==> config.mk <==
export PLATFORM = sky130hd
export DESIGN_NAME = ms_core_scheduler
export DESIGN_NICKNAME = d
export VERILOG_FILES = /design/src/rtl/ms_core_scheduler.sv
export SDC_FILE = /design/constraint.sdc
export NUM_CORES = 1
export LEC_CHECK = 0
export CORE_UTILIZATION = 33
export DETAILED_ROUTE_END_ITERATION = 8
export PLACE_DENSITY = 0.81
export SETUP_SLACK_MARGIN = 0.4
export SYNTH_ARGS = -nofsm -noshare
export SYNTH_HDL_FRONTEND = slang
export SYNTH_SLANG_ARGS = --single-unit
==> constraint.sdc <==
create_clock -name clk -period 3.7 [get_ports clk]
set_input_delay 1.11 -clock clk [delete_from_list [all_inputs] [get_ports clk]]
set_output_delay 1.11 -clock clk [all_outputs]
set_load 0.005 [all_outputs]
==> src/rtl/ms_core_scheduler.sv <==
// rtl/ms_core_scheduler.sv - round-robin scheduler sharing one mid/side core across stereo channels
module ms_core_scheduler #(
    parameter int NUM_CH = 4,
    parameter int CH_W   = 2
) (
    input  logic                   clk,
    input  logic                   rst,
    input  logic                   ce,
    input  logic [NUM_CH-1:0]      s_valid,
    output logic [NUM_CH-1:0]      s_ready,
    input  logic [16*NUM_CH-1:0]   s_L,
    input  logic [16*NUM_CH-1:0]   s_R,
    input  logic [NUM_CH-1:0]      ch_enable,
    output logic                   core_ce,
    output logic                   core_enable,
    output logic [15:0]            core_L,
    output logic [15:0]            core_R,
    input  logic [15:0]            core_mid,
    input  logic [15:0]            core_side,
    output logic                   m_valid,
    input  logic                   m_ready,
    output logic [CH_W-1:0]        m_ch,
    output logic [15:0]            m_mid,
    output logic [15:0]            m_side
);

    logic              p_valid;
    logic [CH_W-1:0]   p_ch;
    logic [CH_W-1:0]   rr_ptr;
    logic [CH_W-1:0]   g;
    logic [CH_W-1:0]   cand;
    logic              found;
    logic              any_req;
    logic              capture;
    logic              issue;

    // Round-robin search starting just after the last granted channel
    always_comb begin
        g     = '0;
        cand  = '0;
        found = 1'b0;
        for (int k = 1; k <= NUM_CH; k++) begin
            cand = CH_W'((int'(rr_ptr) + k) % NUM_CH);
            if (!found && s_valid[cand]) begin
                found = 1'b1;
                g     = cand;
            end
        end
    end

    assign any_req = |s_valid;

    // The output register can take the core result when empty or draining this ce cycle;
    // a new sample may enter the core when it is empty or its result is being captured.
    assign capture = ce & p_valid & (~m_valid | m_ready);
    assign issue   = ~rst & ce & any_req & (~p_valid | capture);

    // One-hot accept for the granted channel and core input mux
    always_comb begin
        s_ready    = '0;
        s_ready[g] = issue;
    end

    assign core_ce     = issue;
    assign core_enable = ch_enable[g];
    assign core_L      = s_L[16*g +: 16];
    assign core_R      = s_R[16*g +: 16];

    // Track which channel occupies the core register and advance the round-robin pointer
    always_ff @(posedge clk or posedge rst) begin
        if (rst) begin
            p_valid <= 1'b0;
            p_ch    <= '0;
            rr_ptr  <= CH_W'(NUM_CH - 1);
        end else if (issue) begin
            p_valid <= 1'b1;
            p_ch    <= g;
            rr_ptr  <= g;
        end else if (capture) begin
            p_valid <= 1'b0;
        end
    end

    // Output register: capture the tagged core result, hold it under backpressure
    always_ff @(posedge clk or posedge rst) begin
        if (rst) begin
            m_valid <= 1'b0;
            m_ch    <= '0;
            m_mid   <= '0;
            m_side  <= '0;
        end else if (capture) begin
            m_valid <= 1'b1;
            m_ch    <= p_ch;
            m_mid   <= core_mid;
            m_side  <= core_side;
        end else if (ce & m_valid & m_ready) begin
            m_valid <= 1'b0;
        end
    end

endmodule

== Word level (Yosys, flattened, before mapping) ==
Cells that the tools add are included.

* Muxes and demuxes: 23
* $lt $le $gt $ge: 6
* Equality and inequality tests: 0
* $mul: 0
* Shift-type cells: 2
* Divide/modulo/power cells: 0
* Add/subtract/negate cells: 4
* Bitwise logic cells: 13
* Reductions and logical operators: 10

{| class="wikitable"
|+ Operators by type and width
! kind !! number
|-
| $shiftx 64x7->16 || 2
|-
| $lt 2x3->1 const B || 5
|-
| $mux 1 || 13
|-
| $bmux 1 s2 || 5
|-
| $mux 2 || 4
|-
| $and 1x1->1 || 7
|-
| $add 2x1->2 const B || 2
|-
| $add 2x2->2 const B || 2
|-
| $and 4x4->4 || 1
|-
| $logic_and 1x1->1 || 4
|-
| $reduce_bool 2->1 || 2
|-
| $reduce_or 4->1 || 1
|-
| $logic_not 1->1 || 3
|-
| $not 1->1 || 3
|-
| $demux 1 s2 || 1
|-
| $ge 2x1->1 const B || 1
|-
| $or 1x1->1 || 2
|}

* Input bits: 172
* Output and inout port bits: 73
* Memories kept: 0
* Flip-flop bits (word level): 40
* Bits in read-only memories: 0
* Bits in writable memories: 0
* Word-level logic and storage cells: 65
* Latch bits: 0

== Logic depth before layout (Yosys ltp) ==
Gate-level depths: netlist of the first run.

* Depth after elaboration: 18
* Mapped depth: 6

== Least setup slack after synthesis of the first run ==
Ideal clock, no wire load.

* Kind: input to output
* Start point: in s_valid[3]
* End point: out core_L[0]
* Data arrival time: 2.190 ns
* Path buffers: 2
* Setup slack: 0.400 ns
* Cell stages on the path: 6
* Cells stage by stage: mux2_1 -> nand2_1 -> buf_2 -> buf_2 -> a41oi_1 -> a22oi_1

* Cells in the longest elaborated chain, start to end: 13
* Elaborated cells on any way between the ends: 22

{| class="wikitable"
|+ RTL lines
! what !! RTL line !! RTL
|-
| start: declaration || 9 || <nowiki>input logic [NUM_CH-1:0] s_valid,</nowiki>
|-
| $bmux 1 s2 || 44 || <nowiki>if (!found && s_valid[cand]) begin</nowiki>
|-
| $mux 1 (implied by the code) || 44 ||
|-
| $mux 1 || 44 ||
|-
| $logic_not 1->1 || 44 ||
|-
| $logic_and 1x1->1 || 44 ||
|-
| $mux 1 || 44 ||
|-
| $logic_not 1->1 || 44 ||
|-
| $logic_and 1x1->1 || 44 ||
|-
| $mux 1 || 44 ||
|-
| $logic_not 1->1 || 44 ||
|-
| $logic_and 1x1->1 || 44 ||
|-
| $mux 2 (*) || 44 ||
|-
| $shiftx 64x7->16 (*) || 66 || <nowiki>assign core_L = s_L[16*g +: 16];</nowiki>
|-
| end: declaration || 16 || <nowiki>output logic [15:0] core_L,</nowiki>
|}

Mark *: on every way between the ends. The rest lies on a longest branch, timed or not. The select of a mux whose other input is x is not followed.

== Final worst setup path of the first run ==
* Start point: in s_valid[3]
* End point: out core_R[4]

* Cells in the longest elaborated chain, start to end: 13
* Elaborated cells on any way between the ends: 22

{| class="wikitable"
|+ RTL lines
! what !! RTL line !! RTL
|-
| $bmux 1 s2 || 44 ||
|-
| $mux 1 (implied by the code) || 44 ||
|-
| $mux 1 || 44 ||
|-
| $logic_not 1->1 || 44 ||
|-
| $logic_and 1x1->1 || 44 ||
|-
| $mux 1 || 44 ||
|-
| $logic_not 1->1 || 44 ||
|-
| $logic_and 1x1->1 || 44 ||
|-
| $mux 1 || 44 ||
|-
| $logic_not 1->1 || 44 ||
|-
| $logic_and 1x1->1 || 44 ||
|-
| $mux 2 (*) || 44 ||
|-
| $shiftx 64x7->16 (*) || 67 || <nowiki>assign core_R = s_R[16*g +: 16];</nowiki>
|-
| end: declaration || 17 || <nowiki>output logic [15:0] core_R,</nowiki>
|}

Marked as above.

==> summary.txt, run 1 <==
Worst setup path
  • Startpoint Class: input port
  • Required @ worst endpoint: approximately 2.6 ns
  • Critical-path top delay cell: o32a_4
  • Crit-path max cell delay: between 0.3 and 0.4 ns
  • CP Class: in -> out
  • Critical path cell sequence: buf_8, and3b_2, o32a_4, buf_6, buf_16, a41oi_2, a22oi_1, buf_2
  • Crit. End Element: output port
  • Max FO, Critical Path: 8
  • Crit path DAT: between 2 and 3 ns
  • R2R depth: 6

Power and ir drop
  • Sw Share: 0.360
  • Leakage: 2.61 nW
  • Seq pwr share: 0.227
  • Power per standard cell area: approximately 420 mW/mm2
  • Psw: ~1.1 mW
  • Peak supply drop: ~0.00033 V
  • Power share of the combinational group: 0.669
  • Pint: 1.88 mW
  • Proportion of power drawn by the clock network: 0.104

Floorplan
  • Starting Density: 0.343
  • Die area: between 0.009 and 0.01 mm2
  • Io pins: about 250
  • Die extent in y: just under 100 um
  • Core Area: slightly below 0.009 mm2
  • Die W: between 90 and 100 um
  • Cell Rows: 34

STA
  • Worst slew pin tran: 0.446 ns
  • Setup violations, final: 0
  • RSZ-0062 raised after global routing: true
  • Final Hold Fails: 0
  • Final-report max-slew violation count: 0
  • Tmin final: roughly 3.6 ns
  • Fmax achieved: about 270 MHz
  • Fin Setup TNS: 0 ns
  • Clock skew: approximately 0.0093 ns
  • Slew margin rel.: 0.702
  • Tcrit/Tclk final: 0.984
  • Worst Slack Setup Final: ~0.058 ns

Routing
  • Antenna-violating nets left: 0
  • Met1 Wirelength: slightly above 6 mm
  • Met2 wire len: a little over 8 mm
  • Met3 WL: 1.07 mm
  • Max layer used: met4
  • Drt drc: 0
  • Drt first pass iters: 4
  • Vias/cell: roughly 6
  • Routed via count: approximately 4200
  • Drt total wl: 15.7 mm
  • Initial DRC Count: around 180
  • Post-DR wirelength/cell: ~22 um

Final layout
  • Layout cells sized above 1: 0.380
  • Final #Nets: about 800
  • Non-filler cells, final: between 700 and 800
  • Area Growth Syn to Fin: 130%
  • FILL cells: between 500 and 600
  • Fin area: between 0.006 and 0.007 mm2
  • Final core utilization: 0.788

Synth
  • Mux cell area share after synthesis: 0.131
  • Netlist cell types: 27
  • Largest family of logic cells by synthesized area: compound AO/OA/AOI/OAI gates
  • Top FF cell, synth: dfrtp_1
  • Seq cells post-synth: 40
  • Top cells by count, synth: 66 x a41oi_1, 65 x o21ai_0, 38 x dfrtp_1, 34 x mux2_2, 33 x a22oi_1
  • Fraction of registers with async set/reset: 1.00
  • Synth top area share: 0.317
  • EDFF count, synth: 0
  • Synth Area in Adders: 0
  • Yosys synthesis warning count: 0
  • Sequential element share of the synthesized area: 0.334
  • Mean post-synth cell area: just over 9 um2
  • Syn nets: a little under 500
  • Synth area leaders: dfrtp_1 32%, a41oi_1 19%, mux2_2 13%
  • Synth area leader: dfrtp_1
  • Simple-Gate Fraction of Synth Area: 0.0304
  • Mapped cell area: approximately 0.0030 mm2
  • Xor/xnor cell area share of the yosys netlist: 0
  • Syn Inst Count: between 300 and 400
  • Synth Area in Compound Gates: 0.430
  • Most frequent cell after synthesis: a41oi_1

Place
  • DP Cell Count: 660
  • Post-Place Worst Slack: -0.727 ns
  • Final HPWL DP: 9.59 mm
  • I/O Buffers: approximately 240
  • Routability cong.: around 0.87
  • DP Area: a little under 0.006 mm2

Global routing
  • Antenna violations before repair: 1
  • Total grt overflow: 0
  • First-pass GRT wire length: roughly 22 mm
  • Vias in the first global route: around 4200
  • GRT Overall Usage: 0.293
  • Largest net degree at the start of global routing: 38

Run
  • Max-cap violations: 0

Worst hold path
  • Worst min path class: reg -> reg
  • Hold-critical path depth: 1

Clock network
  • CTS tree: yes
  • Clock sink count: 40
  • Root Buffer: clkbuf_8
  • Clk buf depth: 2
  • Total CTS buffers: 5
  • Worst-path clk slew: about 0.080 ns
  • Htree depth: 2
  • Worst-skew pair later-pin latency: 0.30 ns

Status
  • Status: finished clean
[sequential cells by signal, summed over array words and instances (netlist names)]
register and count:
m_mid 16, m_side 16, m_ch 2, p_ch 2, rr_ptr 2, m_valid 1, p_valid 1
[cells in the final DEF (no fill, tap or decap), types with 2 or more instances in the layout]
cell	count
dlygate4sd2_1	2
a22oi_1	30
a41oi_2	43
buf_12	15
clkbuf_8	6
a41oi_1	23
nor2_1	2
nor2_2	4
nand2_1	2
buf_8	2
o21ai_0	62
buf_6	21
o21ai_1	7
a21oi_1	2
nor2_4	2
clkdlybuf4s50_1	199
nand2_4	2
a22oi_2	3
inv_1	4
dfrtp_1	38
nand2_2	2
nor2b_4	2
mux2_2	35
buf_2	36
buf_4	25
buf_16	8
dfstp_2	2
clkbuf_16	8
[metrics by stage]
step,power [mW],hold slack (ns)
floorplan,1.32,0.479
global placement,2.24,0.489
detailed placement,2.28,0.496
CTS,2.76,0.512
global route,3.08,0.519
finish,2.93,0.510
[metal layers]
metal  global-route usage  up-vias
met4               0.0905        0
met1                0.346     2086
met2                0.526      203
li1                     -     1904
met3               0.0655       31
met5                    0        -
[logic make-up after synthesis]
logic type / count (synthesis)
buffers and inverters: 50
muxes: 35
and+or+nand+nor: 20
DFF: 40
AOI/OAI and AO/OA: 180
[timing repair]
item / 4_1_cts / 5_1_grt
resized for setup: 250 / 38
hold endpoints to repair: 0 / 0
endpoints found under the setup margin: 38 / 38
setup buffers: 15 / 15
gates cloned: 8 / 8
pin swaps: 38 / 23
hold buffers: 0 / 0
[area by class of cell]
type                    count  area [um2]  area share
diodes                      1        2.50    0.000362
clock buffers               7        86.3      0.0125
clock inverters             1        7.51     0.00109
inverters                   5        18.8     0.00272
multi-input cells         235        2270       0.328
flip-flops and latches     40        1000       0.145
well taps                 108         135      0.0196
repair buffers            318        3390       0.490
[power groups by stage]
stage / logic, mW / clock network, mW / registers (mW)
floorplan: 0.650 / 0 / 0.666
global placement: 1.58 / 0 / 0.656
detailed placement: 1.61 / 0 / 0.668
CTS: 1.79 / 0.310 / 0.662
global route: 2.07 / 0.329 / 0.686
finish: 1.96 / 0.304 / 0.667
[worst max-delay path: cells and delay by family]
family | cells | cell delay, ns
AOI/OAI and AO/OA | 3 | 0.64
buffers and inverters | 4 | 0.55
and+or+nand+nor | 1 | 0.22
[path summary, 6_finish.rpt]
kind	from	to	slack (ns)
min	m_mid[3]	m_mid[3]	0.51
min reg2reg	m_mid[3]	m_mid[3]	0.51
max	s_valid[3]	core_R[4]	0.06
min in group asynchronous	rst	m_valid	1.12
max in group asynchronous	rst	rr_ptr[0]	1.81
max reg2reg	rr_ptr[1]	p_ch[0]	1.67
(Power assumes the default switching activity.)
==> run 2, diff against run 1 <==
--- a/config.mk
+++ b/config.mk
@@ -5,9 +5,11 @@
 export SDC_FILE = /design/constraint.sdc
 export NUM_CORES = 1
 export LEC_CHECK = 0
-export CORE_UTILIZATION = 33
+export CELL_PAD_IN_SITES_DETAIL_PLACEMENT = 0
+export CELL_PAD_IN_SITES_GLOBAL_PLACEMENT = 2
+export CORE_UTILIZATION = 17
 export DETAILED_ROUTE_END_ITERATION = 8
-export PLACE_DENSITY = 0.81
+export PLACE_DENSITY_LB_ADDON = 0.1
 export SETUP_SLACK_MARGIN = 0.4
 export SYNTH_ARGS = -nofsm -noshare
 export SYNTH_HDL_FRONTEND = slang
==> run 2 against run 1 <==
Net effect: clock skew is 0.0036 ns lower; first-iteration DRC count is 11% lower; wire length is 1.0% higher; cell area is 5.4% higher; critical endpoint is now core_R[15]; sequential power is 1% lower; register-to-register slack worse by 0.12 ns; critical path depth is 3 higher.
==> summary.txt, run 2 (synthesis gave the netlist of run 1 again) <==
Final layout
  • Biggest regs: m_mid (16), m_side (16)
  • Layout cells sized above 1: 0.397
  • FILL cells: approximately 1700
  • Final #Nets: about 780
  • Most frequent cells in the layout: 199 x clkdlybuf4s50_1, 62 x o21ai_0, 50 x a41oi_2
  • Area Growth Syn to Fin: 143%
  • # diodes: 0
  • Most common cell after layout, fill and taps aside: clkdlybuf4s50_1

Worst setup path
  • Worst Setup SP: s_valid[1]
  • R2R depth: 10
  • Crit path DAT: between 2 and 3 ns
  • Critical-path top delay cell: a22oi_1
  • Crit-path max cell delay: approximately 0.19 ns
  • R2R Setup Slk: 1.55 ns
  • Max FO, Critical Path: 5
  • Required @ worst endpoint: ~2.6 ns
  • Reg-to-Reg End: p_ch[1]
  • CP Class: in -> out
  • Startpoint Class: input port
  • Critical path cell sequence: buf_8, nor2b_4, buf_6, o21bai_4, buf_8, buf_6, buf_12, clkbuf_16, a41oi_2, a22oi_1, buf_2
  • Critical Path End: core_R[15]
  • R2R Path Start: rr_ptr[1]
  • Crit. End Element: output port

Routing
  • Antenna-violating nets left: 0
  • Drt first pass iters: 4
  • Vias/cell: about 4.8
  • Drt drc: 0
  • Routed via count: between 4000 and 5000
  • Drt total wl: around 16 mm
  • Initial DRC Count: 163
  • Post-DR wirelength/cell: ~19 um

STA
  • Slew margin rel.: 0.713
  • Worst slew pin tran: approximately 0.43 ns
  • Clock skew: 0.00577 ns
  • Final Hold Fails: 0
  • Tcrit/Tclk final: 0.999
  • Tmin final: 3.70 ns
  • Fmax achieved: around 270 MHz
  • Final-report max-slew violation count: 0
  • Worst Slack Setup Final: 0.00233 ns
  • Setup violations, final: 0
  • RSZ-0062 raised after global routing: true

Global routing
  • First-pass GRT wire length: 22.9 mm
  • GRT Overall Usage: 0.162
  • Total grt overflow: 0
  • Vias in the first global route: between 4000 and 5000
  • Antenna violations before repair: 0
  • Largest net degree at the start of global routing: 34

Place
  • Final HPWL DP: ~10 mm
  • Post-Place Worst Slack: -0.681 ns
  • Routability cong.: 0.748
  • I/O Buffers: between 200 and 250

Floorplan
  • Io pins: approximately 250
  • Starting Density: 0.174
  • Core Area: approximately 0.017 mm2
  • Cell Rows: 48
  • Die W: between 100 and 150 um
  • Die extent in y: around 130 um
  • Die area: approximately 0.018 mm2

Power and ir drop
  • Proportion of power drawn by the clock network: 0.137
  • Seq pwr share: 0.216
  • Power per standard cell area: ~420 mW/mm2
  • Pint: approximately 2 mW
  • Power share of the combinational group: 0.647
  • Power consumption: approximately 3 mW
  • Leakage: 2.69 nW
  • Sw Share: 0.344
  • Psw: around 1.1 mW
  • Peak supply drop: 0.000358 V

Status
  • Status: finished clean

Clock network
  • Root Buffer: clkbuf_16
  • Worst-skew pair later-pin latency: 0.28 ns
  • Clock sink count: 40
  • Total CTS buffers: 5
  • CTS tree: yes
  • Clk buf depth: 2
  • Worst-path clk slew: 0.06 ns
  • CTS hold repair buffers: 0
  • Htree depth: 2

Worst hold path
  • Worst min path class: reg -> reg

Run
  • Max-cap violations: 0
## run 2: cell count changes in the layout (fill, tap and decap cells not counted), sizes merged
cell,before,now
buf,107,115
bufbuf,0,2
clkbuf,15,10
clkinv,0,1
clkinvlp,1,0
diode,1,0
dlygate4sd2,2,1
## run 2: routing by layer
metal  track usage  wire length [um]  vias up
met4        0.0318               181        0
met2         0.301              8340      165
met1         0.191              6310     1961
met5             0                 0        -
li1              -                 -     1908
met3        0.0304              1080       13
## run 2: layout make-up
cell class              instances  area (um2)  area share
clock buffers                   7         133      0.0182
inverters                       5        18.8     0.00258
flip-flops and latches         40        1000       0.138
clock inverters                 1        8.76     0.00120
repair buffers                322        3490       0.479
multi-input cells             235        2350       0.322
well taps                     225         282      0.0387
## run 2: power groups by stage
stage | Combinational, mW | Sequential [mW] | Clock [mW]
3_3_place_gp | 1.65 | 0.658 | 0
6_report | 1.97 | 0.660 | 0.418
4_1_cts | 1.88 | 0.660 | 0.435
3_5_place_dp | 1.64 | 0.663 | 0
2_1_floorplan | 0.650 | 0.666 | 0
5_1_grt | 2.11 | 0.683 | 0.451
## run 2: how the worst min path moves through the flow
stage	startpoint	to	cells after the start
floorplan	p_ch[1]	m_ch[1]	1
global placement	m_mid[3]	m_mid[3]	1
detailed placement	m_side[5]	m_side[5]	1
CTS	m_side[5]	m_side[5]	1
global route	m_mid[2]	m_mid[2]	1
finish	m_mid[1]	m_mid[1]	1
## run 2: critical path: cells and delay by family
family | cells | cell delay, ns
AO/OA/AOI/OAI | 3 | 0.46
buffers and inverters | 7 | 0.88
AND/OR/NAND/NOR | 1 | 0.12
## run 2: metrics by stage
stage / area [um2] / util / cells / hold slack (ns) / setup TNS, ns
after floorplan: 3000 / - / 325 / 0.479 / 0
after global placement: 5960 / 0.344 / 782 / 0.489 / -23.06
after detailed placement: 5960 / 0.344 / 782 / 0.496 / -23.38
after CTS: 6960 / 0.402 / 828 / 0.509 / 0
after global routing: 7280 / 0.421 / 835 / 0.518 / -0.176
final: 7280 / 0.421 / 835 / 0.506 / 0
## run 2: repair_timing
action / 4_1_cts / 5_1_grt
pin swaps: 63 / 44
gates cloned: 13 / 3
resized for setup: 262 / 34
setup buffers: 25 / 4
setup endpoints to repair: 38 / 37
==> run 3, diff against run 2 <==
--- a/config.mk
+++ b/config.mk
@@ -10,6 +10,7 @@
 export CORE_UTILIZATION = 17
 export DETAILED_ROUTE_END_ITERATION = 8
 export PLACE_DENSITY_LB_ADDON = 0.1
+export RECOVER_POWER = 50
 export SETUP_SLACK_MARGIN = 0.4
 export SYNTH_ARGS = -nofsm -noshare
 export SYNTH_HDL_FRONTEND = slang
==> run 3 against run 2 <==
Net effect: the run now ends with max-capacitance violations, max-slew violations left; non-clock buffer count did not move; setup slack improved by 0.00090 ns; count of clock-buffer cells in the layout did not move.
==> summary.txt, run 3 (synthesis gave the netlist of run 1 again) <==
Routing
  • Vias/cell: slightly below 5
  • Post-DR wirelength/cell: 19.1 um
  • Drt total wl: between 15 and 20 mm
  • Routed via count: 4054
  • Antenna-violating nets left: 0
  • Drt first pass iters: 4
  • Drt drc: 0
  • Initial DRC Count: 172

Worst setup path
  • Crit-path leading delay family: buffers and inverters
  • Required @ worst endpoint: between 2 and 3 ns
  • CP Class: in -> out
  • Crit path DAT: between 2 and 3 ns
  • Buf/Inv on CP: 7
  • Startpoint Class: input port
  • Critical-path top delay cell: a22oi_1
  • Max FO, Critical Path: 5
  • Critical path cell sequence: buf_8, nor2b_4, buf_6, o21bai_4, buf_8, buf_6, buf_12, clkbuf_16, a41oi_2, a22oi_1, buf_2
  • Crit. End Element: output port
  • Crit-path max cell delay: ~0.19 ns

Final layout
  • Area Growth Syn to Fin: 141%
  • FILL cells: 1667
  • Most frequent cells in the layout: 199 x clkdlybuf4s50_1, 62 x o21ai_0, 50 x a41oi_2
  • Most common cell after layout, fill and taps aside: clkdlybuf4s50_1
  • FF/Latch Area: roughly 0.0010 mm2
  • Non-filler cells, final: between 800 and 900
  • # diodes: 0
  • Biggest regs: m_mid (16), m_side (16)
  • Final #Nets: 781
  • Fin area: about 0.0072 mm2
  • Layout cells sized above 1: 0.389
  • Combined area of the multi-input logic cells: ~0.0023 mm2

STA
  • Fin Setup TNS: 0 ns
  • Slew margin rel.: -0.196
  • Worst slew pin tran: 1.79 ns
  • Final-report max-slew violation count: 34
  • Final Hold Fails: 0
  • Fmax achieved: 271 MHz
  • Tmin final: around 3.7 ns
  • RSZ-0062 raised after global routing: true
  • Worst Slack Setup Final: approximately 0.0032 ns
  • Tcrit/Tclk final: 0.999
  • Clock skew: 0.00516 ns
  • Setup violations, final: 0

Clock network
  • Worst-path clk slew: roughly 0.060 ns
  • Htree depth: 2
  • Worst-skew pair later-pin latency: between 0.2 and 0.3 ns
  • Clk buf depth: 2
  • Root Buffer: clkbuf_16
  • CTS tree: yes
  • Clock sink count: 40
  • Total CTS buffers: 5
  • CTS hold repair buffers: 0

Power and ir drop
  • Power per standard cell area: between 400 and 500 mW/mm2
  • Power consumption: ~3 mW
  • Leakage: about 2.7 nW
  • Peak supply drop: ~0.00036 V

Floorplan
  • Cell Rows: 48
  • Die W: 135 um
  • Core Area: between 0.015 and 0.02 mm2
  • Die extent in y: approximately 130 um
  • Starting Density: 0.174
  • Io pins: 245
  • Die area: around 0.018 mm2

Global routing
  • Vias in the first global route: between 4000 and 5000
  • Largest net degree at the start of global routing: 34
  • First-pass GRT wire length: about 23 mm
  • GRT Overall Usage: 0.162
  • Total grt overflow: 0
  • Antenna violations before repair: 0

Status
  • Status: complete, but fails checks
  • Violated checks: max-capacitance violations, max-slew violations

Place
  • DP Cell Count: about 780
  • Routability cong.: approximately 0.75
  • DP Area: roughly 0.006 mm2
  • Post-Place Worst Slack: -0.681 ns
  • I/O Buffers: between 200 and 250
  • Final HPWL DP: between 10 and 15 mm

Worst hold path
  • Worst min path class: reg -> reg

Run
  • Max-cap violations: 1
-- run 3: worst paths after layout --
path	start	end	slack, ns	depth (start not counted)
setup / recovery	s_valid[1]	core_R[15]	0.003	11
hold / removal	m_side[5]	m_side[5]	0.51	1
setup reg to reg	m_valid	m_side[13]	1.44	5
hold reg to reg	m_side[5]	m_side[5]	0.51	1
max in group asynchronous	rst	m_side[6]	0.64	4
min in group asynchronous	rst	m_valid	1.08	3
-- run 3: worst reg2reg max path, cell delays in order, from the launching register on --
cell	delay [ns]
dfrtp_1	0.40
nor2b_4	0.15
buf_4	0.13
nor2_1	0.36
clkbuf_2	0.69
mux2_2	0.42
-- run 3: cell type report --
cell class / count / area share
clock inverters: 1 / 0.00121
inverters: 5 / 0.00259
flip-flops and latches: 40 / 0.139
clock buffers: 7 / 0.0183
multi-input cells: 235 / 0.323
well taps: 225 / 0.0389
repair buffers: 322 / 0.478
-- run 3: through the flow --
| step | util | hold slack (ns) |
|---|---|---|
| global placement | 0.344 | 0.489 |
| detailed placement | 0.344 | 0.496 |
| global route | 0.419 | 0.518 |
| floorplan | - | 0.479 |
| finish | 0.419 | 0.506 |
| CTS | 0.402 | 0.509 |
-- run 3: where the power goes --
group	switching, mW	total [mW]	internal, mW	leakage (nW)
clock network	0.166	0.418	0.252	0.0681
registers	0.0807	0.660	0.580	0.467
logic	0.805	1.97	1.17	2.14
total	1.05	3.05	2.00	2.68
-- run 3: per-layer routing --
layer / track usage / up-vias / wire length, um
met1: 0.191 / 1971 / 6370
met3: 0.0304 / 14 / 1040
met5: 0 / - / 0
met2: 0.301 / 164 / 8370
met4: 0.0318 / 0 / 184
li1: - / 1905 / -
-- run 3: repair_timing --
action | CTS | global route
resized for setup | 262 | 34
pin swaps | 63 | 44
endpoints found under the hold margin | 0 | 0
buffers inserted | 25 | 4
cloned | 13 | 3
endpoints found under the setup margin | 38 | 37
